===== src/rtl/logic_unit_pipe_pkg.sv =====
// Opcode encoding and per-bit logic function shared by the pipeline and its users.
// apply_op works on one bit; callers apply it across their own operand width.
package logic_unit_pkg;

   localparam int OP_W = 3;

   typedef enum logic [OP_W-1:0] {
      OP_BUF  = 3'd0,
      OP_NOT  = 3'd1,
      OP_AND  = 3'd2,
      OP_NAND = 3'd3,
      OP_OR   = 3'd4,
      OP_NOR  = 3'd5,
      OP_XOR  = 3'd6,
      OP_XNOR = 3'd7
   } op_e;

   function automatic logic apply_op(input op_e op, input logic a, input logic b);
      logic r;
      case (op)
         OP_BUF:  r = a;
         OP_NOT:  r = ~a;
         OP_AND:  r = a & b;
         OP_NAND: r = ~(a & b);
         OP_OR:   r = a | b;
         OP_NOR:  r = ~(a | b);
         OP_XOR:  r = a ^ b;
         OP_XNOR: r = ~(a ^ b);
         default: r = a;
      endcase
      return r;
   endfunction

endpackage


===== src/rtl/logic_unit_pipe_if.sv =====
// Operand/result handshake bundle; master is the source+consumer side, slave is the pipeline.
interface logic_unit_pipe_if
   import logic_unit_pkg::*;
#(
   parameter int WIDTH = 8
);

   logic             in_valid;
   logic             in_ready;
   logic [WIDTH-1:0] in_a;
   logic [WIDTH-1:0] in_b;
   op_e              in_op;
   logic             out_valid;
   logic             out_ready;
   logic [WIDTH-1:0] out_y;
   op_e              out_op;
   logic             out_zero;
   logic             out_parity;

   modport master (
      output in_valid, in_a, in_b, in_op, out_ready,
      input  in_ready, out_valid, out_y, out_op, out_zero, out_parity
   );

   modport slave (
      input  in_valid, in_a, in_b, in_op, out_ready,
      output in_ready, out_valid, out_y, out_op, out_zero, out_parity
   );

endinterface


===== src/rtl/logic_unit_pipe_stage.sv =====
// Single valid/ready register slice; ready_o is combinational from ready_i (no skid).
// Data holds its last value while empty; reset loads RST_VAL.
module logic_stage #(
   parameter int           W       = 8,
   parameter logic [W-1:0] RST_VAL = '0
) (
   input  logic         clk,
   input  logic         rst_n,
   input  logic         valid_i,
   input  logic [W-1:0] data_i,
   output logic         ready_o,
   input  logic         ready_i,
   output logic         valid_o,
   output logic [W-1:0] data_o
);

   logic         valid_q, valid_d;
   logic [W-1:0] data_q, data_d;

   assign ready_o = !valid_q || ready_i;

   always_comb begin
      valid_d = valid_q;
      data_d  = data_q;
      if (ready_o) begin
         valid_d = valid_i;
      end
      if (valid_i && ready_o) begin
         data_d = data_i;
      end
   end

   always_ff @(posedge clk or negedge rst_n) begin
      if (!rst_n) begin
         valid_q <= 1'b0;
         data_q  <= RST_VAL;
      end else begin
         valid_q <= valid_d;
         data_q  <= data_d;
      end
   end

   assign valid_o = valid_q;
   assign data_o  = data_q;

endmodule


===== src/rtl/logic_unit_pipe.sv =====
// Two-stage pipelined bitwise logic unit with result flags and a completed-transfer counter.
// Operands are registered, the function is computed between the slices, result and flags registered.
module logic_unit_pipe
   import logic_unit_pkg::*;
#(
   parameter int WIDTH = 8,
   parameter int CNT_W = 16
) (
   input  logic              clk,
   input  logic              rst_n,
   logic_unit_pipe_if.slave  bus,
   input  logic              cnt_clr,
   output logic [CNT_W-1:0]  done_cnt
);

   typedef struct packed {
      op_e              op;
      logic [WIDTH-1:0] a;
      logic [WIDTH-1:0] b;
   } s1_t;

   typedef struct packed {
      op_e              op;
      logic             zero;
      logic             parity;
      logic [WIDTH-1:0] y;
   } s2_t;

   localparam int  S1_W   = $bits(s1_t);
   localparam int  S2_W   = $bits(s2_t);
   // Empty result after reset reads as zero, so the zero flag starts set.
   localparam s2_t S2_RST = '{op: OP_BUF, zero: 1'b1, parity: 1'b0, y: '0};

   s1_t              s1_in, s1_out;
   s2_t              s2_in, s2_out;
   logic             s1_vld, s2_vld, s2_rdy;
   logic [WIDTH-1:0] y_c;
   logic [CNT_W-1:0] cnt_q, cnt_d;

   assign s1_in = '{op: bus.in_op, a: bus.in_a, b: bus.in_b};

   logic_stage #(.W(S1_W)) u_s1 (
      .clk     (clk),
      .rst_n   (rst_n),
      .valid_i (bus.in_valid),
      .data_i  (s1_in),
      .ready_o (bus.in_ready),
      .ready_i (s2_rdy),
      .valid_o (s1_vld),
      .data_o  (s1_out)
   );

   for (genvar i = 0; i < WIDTH; i++) begin : g_bit
      assign y_c[i] = apply_op(s1_out.op, s1_out.a[i], s1_out.b[i]);
   end

   assign s2_in = '{op: s1_out.op, zero: ~|y_c, parity: ^y_c, y: y_c};

   logic_stage #(.W(S2_W), .RST_VAL(S2_RST)) u_s2 (
      .clk     (clk),
      .rst_n   (rst_n),
      .valid_i (s1_vld),
      .data_i  (s2_in),
      .ready_o (s2_rdy),
      .ready_i (bus.out_ready),
      .valid_o (s2_vld),
      .data_o  (s2_out)
   );

   assign bus.out_valid  = s2_vld;
   assign bus.out_y      = s2_out.y;
   assign bus.out_op     = s2_out.op;
   assign bus.out_zero   = s2_out.zero;
   assign bus.out_parity = s2_out.parity;

   // Clear wins over a same-cycle transfer.
   always_comb begin
      cnt_d = cnt_q;
      if (cnt_clr) begin
         cnt_d = '0;
      end else if (s2_vld && bus.out_ready) begin
         cnt_d = cnt_q + CNT_W'(1);
      end
   end

   always_ff @(posedge clk or negedge rst_n) begin
      if (!rst_n) begin
         cnt_q <= '0;
      end else begin
         cnt_q <= cnt_d;
      end
   end

   assign done_cnt = cnt_q;

endmodule


===== src/flat_wrapper.sv =====
// flat-port wrapper written by rule: the top's interface ports become plain ports
module logic_unit_pipe_flat import logic_unit_pkg::*;
#(
   parameter int WIDTH = 8,
   parameter int CNT_W = 16
)
  (clk, rst_n, cnt_clr, done_cnt, bus_in_valid, bus_in_a, bus_in_b, bus_in_op, bus_out_ready, bus_in_ready, bus_out_valid, bus_out_y, bus_out_op, bus_out_zero, bus_out_parity);
  logic_unit_pipe_if #(.WIDTH(WIDTH)) bus_i ();
  input  logic clk;
  input  logic rst_n;
  input  logic cnt_clr;
  output logic [CNT_W-1:0] done_cnt;
  input wire logic [$bits(bus_i.in_valid)-1:0] bus_in_valid;
  input wire logic [$bits(bus_i.in_a)-1:0] bus_in_a;
  input wire logic [$bits(bus_i.in_b)-1:0] bus_in_b;
  input wire logic [$bits(bus_i.in_op)-1:0] bus_in_op;
  input wire logic [$bits(bus_i.out_ready)-1:0] bus_out_ready;
  output wire logic [$bits(bus_i.in_ready)-1:0] bus_in_ready;
  output wire logic [$bits(bus_i.out_valid)-1:0] bus_out_valid;
  output wire logic [$bits(bus_i.out_y)-1:0] bus_out_y;
  output wire logic [$bits(bus_i.out_op)-1:0] bus_out_op;
  output wire logic [$bits(bus_i.out_zero)-1:0] bus_out_zero;
  output wire logic [$bits(bus_i.out_parity)-1:0] bus_out_parity;
  assign bus_i.in_valid = bus_in_valid;
  assign bus_i.in_a = bus_in_a;
  assign bus_i.in_b = bus_in_b;
  assign bus_i.in_op = bus_in_op;
  assign bus_i.out_ready = bus_out_ready;
  assign bus_in_ready = bus_i.in_ready;
  assign bus_out_valid = bus_i.out_valid;
  assign bus_out_y = bus_i.out_y;
  assign bus_out_op = bus_i.out_op;
  assign bus_out_zero = bus_i.out_zero;
  assign bus_out_parity = bus_i.out_parity;
  logic_unit_pipe #(.WIDTH(WIDTH), .CNT_W(CNT_W)) u_core (.clk(clk), .rst_n(rst_n), .bus(bus_i), .cnt_clr(cnt_clr), .done_cnt(done_cnt));
endmodule

===== config.mk =====
export PLATFORM = sky130hd
export DESIGN_NAME = logic_unit_pipe_flat
export DESIGN_NICKNAME = d
export VERILOG_FILES = /design/src/rtl/logic_unit_pipe_pkg.sv /design/src/rtl/logic_unit_pipe_if.sv /design/src/rtl/logic_unit_pipe_stage.sv /design/src/rtl/logic_unit_pipe.sv /design/src/flat_wrapper.sv
export SDC_FILE = /design/constraint.sdc
export NUM_CORES = 1
export LEC_CHECK = 0
export CORE_MARGIN = 4
export CORE_UTILIZATION = 53
export DETAILED_ROUTE_END_ITERATION = 10
export PLACE_DENSITY = 0.8
export SLEW_MARGIN = 0
export SYNTH_ARGS = -nofsm -noshare
export SYNTH_HDL_FRONTEND = slang
export SYNTH_HIERARCHICAL = 1
export SYNTH_SLANG_ARGS = --single-unit
export TNS_END_PERCENT = 20

===== constraint.sdc =====
create_clock -name clk -period 2.8 [get_ports clk]
set_clock_uncertainty 0.1 [all_clocks]
set_input_delay 0.84 -clock clk [delete_from_list [all_inputs] [get_ports clk]]
set_output_delay 0.84 -clock clk [all_outputs]
set_load 0.05 [all_outputs]

Word level (Yosys, flattened, before mapping)
Index checks and enable logic that the tools add are counted.
{ "totals": {"ff_bits": 50, "inputBits": 24, "output_inout_bits": 31, "elab_cells": 91} }
{ "op_classes": {"add_sub_neg": 1, "n_eq_ne": 7, "n_mux": 10, "bitwise_logic": 56, "n_reduce_logical": 12} }
{ "op_table": {"columns": ["op", "n"], "rows": [
  ["1-bit one-hot mux with 8 select lines", 8],
  ["16-bit two-way mux", 2],
  ["1-bit inverter", 32],
  ["16-bit by 1-bit adder with 16-bit output, second input constant", 1],
  ["3-bit == test, second input constant", 4],
  ["1-bit AND", 8],
  ["1-bit bitwise OR", 8],
  ["8-bit OR reduction", 1],
  ["8-bit parity", 1],
  ["1-bit bitwise XOR", 8],
  ["3-bit by 2-bit == test with 1-bit output, second input constant", 2],
  ["3-bit by 1-bit == test with 1-bit output, second input constant", 1],
  ["1-bit logical AND", 3],
  ["1-bit zero test", 3],
  ["3-bit zero test", 1],
  ["1-bit logical OR", 2],
  ["2-bit nonzero test", 1]
]} }

Depth between registers and ports, before layout
Gate-level depths: netlist of run 1.
{ "depth": {"word_depth": 5, "mapped_depth": 10, "mapped_depth_nobuf": 10} }

By module
The synthesis of run 1 kept the hierarchy.
{ "modules_own_cells": {"columns": ["mod", "n_inst", "cells_each", "area_per_inst_um2", "seq_area_each_um2"], "rows": [
  ["logic_unit_pipe", 1, 209, 1761.7, 400.4],
  ["logic_stage (u_core.u_s1)", 1, 43, 794.5, 500.5],
  ["logic_stage (u_core.u_s2)", 1, 31, 588.1, 351.6]
]} }

Least setup slack after synthesis of run 1
Ideal clock, no wire load.
{ "synth_timing": {"kind": "flip-flop to flip-flop", "startpoint": "register u_core.u_s1.data_q[16], in the netlist u_core/u_s1/data_o[16]", "endpoint": "register u_core.u_s2.data_q[8], in the netlist u_core/u_s2/data_o[8]", "setup_ps": 125, "arrival_time_ps": 2156, "slack_ps": 419, "stages_incl_launch_ff": 11, "cell_sequence": "dfrtp_1 > buf_2 > or2_2 > buf_2 > nor2_1 > o32a_1 > o2bb2ai_1 > ha_1 > xor2_1 > xnor2_1 > mux2_4"} }
{ "synth_lines": {"columns": ["element", "line_no", "source"], "rows": [
  ["start, declared", "logic_unit_pipe_stage.sv:18", "logic [W-1:0] data_q, data_d;"],
  ["start signal, assigned", "logic_unit_pipe_stage.sv:39", "data_q <= data_d;"],
  ["end signal, assigned", "logic_unit_pipe_stage.sv:39", null],
  ["end, declared", "logic_unit_pipe_stage.sv:18", null]
]} }

Worst setup path in the final report of run 1
{ "layout_timing": {"startpoint": "input bus_out_ready", "endpoint": "output bus_in_ready"} }
{ "layout_via": {"elab_chain_cells": 2} }
{ "layout_lines": {"columns": ["element", "line_no", "source"], "rows": [
  ["start, declared", "flat_wrapper.sv:17", "input wire logic [$bits(bus_i.out_ready)-1:0] bus_out_ready;"],
  ["1-bit logical OR", "logic_unit_pipe_stage.sv:20", "assign ready_o = !valid_q || ready_i;"],
  ["named net u_core.s2_rdy", "logic_unit_pipe.sv:36", "logic s1_vld, s2_vld, s2_rdy;"],
  ["1-bit logical OR", "logic_unit_pipe_stage.sv:20", null],
  ["end, declared", "flat_wrapper.sv:18", "output wire logic [$bits(bus_i.in_ready)-1:0] bus_in_ready;"]
]} }
The timed path passes the listed nets, and every way through them passes these cells.

==> results by group, run 1 <==
Routing
  – Metal2 WL: between 2000 and 3000 um
  – Highest metal used: met4
  – Antenna Nets Post-Route: 0
  – Wl on met1: about 2800 um
  – Routed WL per cell: around 15 um
  – Met3 wire length: between 300 and 400 um
  – Final WL: between 6000 and 7000 um
  – Vias/cell: about 5.5
  – DR vias: roughly 2.3k
  – Iter 0 DRT Violations: 147
  – Router iterations before antenna repair: 4
  – Drc violations: 0

Yosys
  – Cell area after synthesis: roughly 3100 um2
  – Sequential cell area fraction in the yosys report: 0.398
  – Distinct cells, synth: between 40 and 50
  – Avg Cell Area, Syn: 11.1 um2
  – Main flop type after synthesis: dfrtp_1
  – Synthesis Warnings: 6
  – Yosys top cell by area: dfrtp_1
  – EDFF count, synth: 0
  – Mapped Nets: around 330
  – Mapped Cells: 283
  – Register bit total from synthesis: 50
  – Ys async rst share: 1.00
  – Area fraction of the dominant cell type after synthesis: 0.390
  – Synth area leaders: dfrtp_1 39%, mux2_4 9.6%, ha_1 8.4%

Clocking
  – Clock root cell: clkbuf_8
  – Setup Buffers After CTS: 0
  – Hold buffer count at cts: 0
  – Clock Path Buffers: 2
  – CTS H-tree lvls: 2
  – CTS Buf Count: 5
  – TritonCTS Sinks: 50
  – Worst-path clk slew: 0.09 ns
  – Post_cts resized: 0
  – Worst skew pair latency: roughly 0.31 ns
  – TritonCTS clock tree: done

Setup path
  – Crit Path Class: in2out
  – Critical Path, Cell by Cell: clkdlybuf4s50_1 -> nand2b_4 -> nand2b_4 -> buf_12
  – CP Data Required Time: roughly 1.9 ns
  – Slowest cell on crit path: clkdlybuf4s50_1
  – Worst Setup End Kind: output pin
  – Crit start category: primary input
  – Worst path bufs/invs: 2
  – CP arrival: around 1.8 ns
  – Maximum fanout along the worst path: 3
  – Cell mode on critical path: nand2b_4
  – CP top delay family: buffers and inverters
  – Critical Path Max Stage Delay: around 0.48 ns

Floorplanning
  – Die Width: 85.0 um
  – Die Area: approximately 7200 um2
  – IO Pins: 55
  – DIE HEIGHT: between 80 and 90 um
  – Initial core utilization: 0.557
  – Rows: 27
  – Core ar.: about 5600 um2

Timing
  – Slew Viols, Final: 0
  – Final worst-path cycle share: 0.969
  – RSZ-0062 raised after global routing: false
  – Hold slack: 0.399 ns
  – Final worst path period need: approximately 2.7 ns
  – Fmax: between 300 and 400 MHz
  – Final setup fails: 0
  – Worst slew margin: 0.640
  – Worst slew pin tran: between 0.5 and 0.6 ns
  – Final hold violation count: 0
  – Setup TNS: 0 ns

Power and ir drop
  – Power per standard cell area: 737 nW/um2
  – LEAKAGE: 1.75 nW
  – Peak supply drop: about 0.00047 V

Global routing
  – Vias in the first global route: around 2.2k
  – Initial antenna violation count: 0
  – Grt ovf: 0
  – Largest net degree at the start of global routing: 27
  – Global-route wire length before repair: 10400 um
  – GRT Util Overall: 0.176

Layout
  – Nets: around 380
  – Finished Layout Cells: 412
  – Most frequent cells in the layout: 52 x clkdlybuf4s50_1, 49 x dfrtp_1, 28 x inv_1, 21 x ha_1, 20 x mux2_4
  – Area growth syn-to-layout: 23.7%
  – Most common cell after layout, fill and taps aside: clkdlybuf4s50_1
  – Share of cells above drive strength 1: 0.179
  – Antenna diode count: 0
  – Final instance area: 3890 um2

Status
  – Outcome: finished clean

Hold path
  – Worst Hold Class: in2async

Placed design
  – Final HPWL DP: about 4600 um
  – Placed Instance Area: 3750 um2
  – Placer Congestion: about 0.84
  – Placed cells: 404
  – IO buf count: 54

Flow run
  – Max-cap violations: 0
==> Yosys cell counts (2+ instances only) <==
| master | n |
|---|---|
| or3_1 | 2 |
| inv_1 | 28 |
| nor4_1 | 4 |
| mux2_4 | 20 |
| nand2_4 | 2 |
| a22oi_1 | 5 |
| nand3_1 | 4 |
| nand4_1 | 6 |
| o2bb2ai_1 | 4 |
| and2_1 | 2 |
| a21oi_1 | 7 |
| nand2b_4 | 2 |
| xnor2_1 | 12 |
| a2bb2oi_1 | 4 |
| nor2_1 | 17 |
| nand2_1 | 8 |
| o32ai_1 | 4 |
| nor3_1 | 6 |
| mux2i_1 | 5 |
| dfrtp_1 | 49 |
| ha_1 | 21 |
| buf_1 | 2 |
| mux2_2 | 12 |
| nand2b_1 | 7 |
| xor2_1 | 7 |
| buf_2 | 6 |
| nor3b_1 | 5 |
| o21ai_0 | 4 |
| mux4_2 | 3 |
| nor2b_1 | 2 |
| o32a_1 | 4 |
| and4_1 | 3 |
==> power by group <==
part / leakage [nW] / switching (mW) / internal, mW / total [mW]
Combinational: 1.06 / 0.678 / 0.627 / 1.31
Sequential: 0.618 / 0.111 / 0.848 / 0.959
Clock: 0.0683 / 0.244 / 0.358 / 0.602
Total: 1.75 / 1.03 / 1.83 / 2.87
==> worst paths after layout <==
| path | from | to | slack [ns] | depth (start not counted) |
|---|---|---|---|---|
| max | bus_out_ready | bus_in_ready | 0.09 | 4 |
| min | rst_n | u_core/done_cnt[12]$_DFFE_PN0P_ | 0.40 | 1 |
| max reg2reg | u_core/u_s1/data_o[17]$_DFFE_PN0P_ | u_core/u_s2/data_o[8]$_DFFE_PN0P_ | 0.22 | 6 |
| min reg2reg | u_core/u_s2/data_o[6]$_DFFE_PN0P_ | u_core/u_s2/data_o[6]$_DFFE_PN0P_ | 0.42 | 1 |
| max in group asynchronous | rst_n | u_core/u_s1/data_o[15]$_DFFE_PN0P_ | 1.47 | 2 |
| min in group clk | u_core/u_s2/data_o[6]$_DFFE_PN0P_ | u_core/u_s2/data_o[6]$_DFFE_PN0P_ | 0.42 | 1 |
==> sequential cells by signal, indices dropped and copies added, names as in the netlist <==
name and count:
u_core/done_cnt 16, u_core/u_s1/data_o 19, u_core/u_s1/valid_o 1, u_core/u_s2/data_o 13, u_core/u_s2/valid_o 1
==> per-stage QoR <==
stage,total power [mW],util,setup WS [ns]
finish,2.87,0.690,0.0861
global route,3.05,0.690,0.0185
CTS,2.89,0.690,0.0738
detailed placement,2.29,0.665,0.0794
global placement,2.25,0.665,0.0934
floorplan,1.94,-,0.419
==> cells by family after synthesis <==
kind of cell	synth area share
AOI/OAI and AO/OA	0.0856
xor gates and xnor gates	0.0529
adders and majority gates	0.0836
buffers and inverters	0.0589
DFF	0.398
muxes	0.176
and+or+nand+nor	0.145
==> cell type report <==
cell class	instances	area (um2)
well taps	72	90.1
repair buffers	61	598
flip-flops and latches	50	1250
clock inverters	3	68.8
fillers	432	1750
clock buffers	5	68.8
inverters	28	105
multi-input cells	193	1710
==> routing by layer <==
metal  vias up  track usage
met5         -            0
met4         0       0.0475
met3         6       0.0388
met2        69        0.283
met1      1079        0.242
li1       1112            -
==> worst reg2reg max path: cells and delay by family, from the launching register on <==
kind / cells / cell delay (ns)
XOR/XNOR: 3 / 0.56
multiplexers: 2 / 0.84
flip-flops: 1 / 0.66
adder cells (fa/ha/maj): 1 / 0.31
No activity file was read; power rests on OpenSTA's default activity.
==> inputs of run 2 (changes only) <==
TNS_END_PERCENT = 50   (was 20)
==> results of run 2 <==
The final DEF is identical to that of run 1; final timing and power are the same.
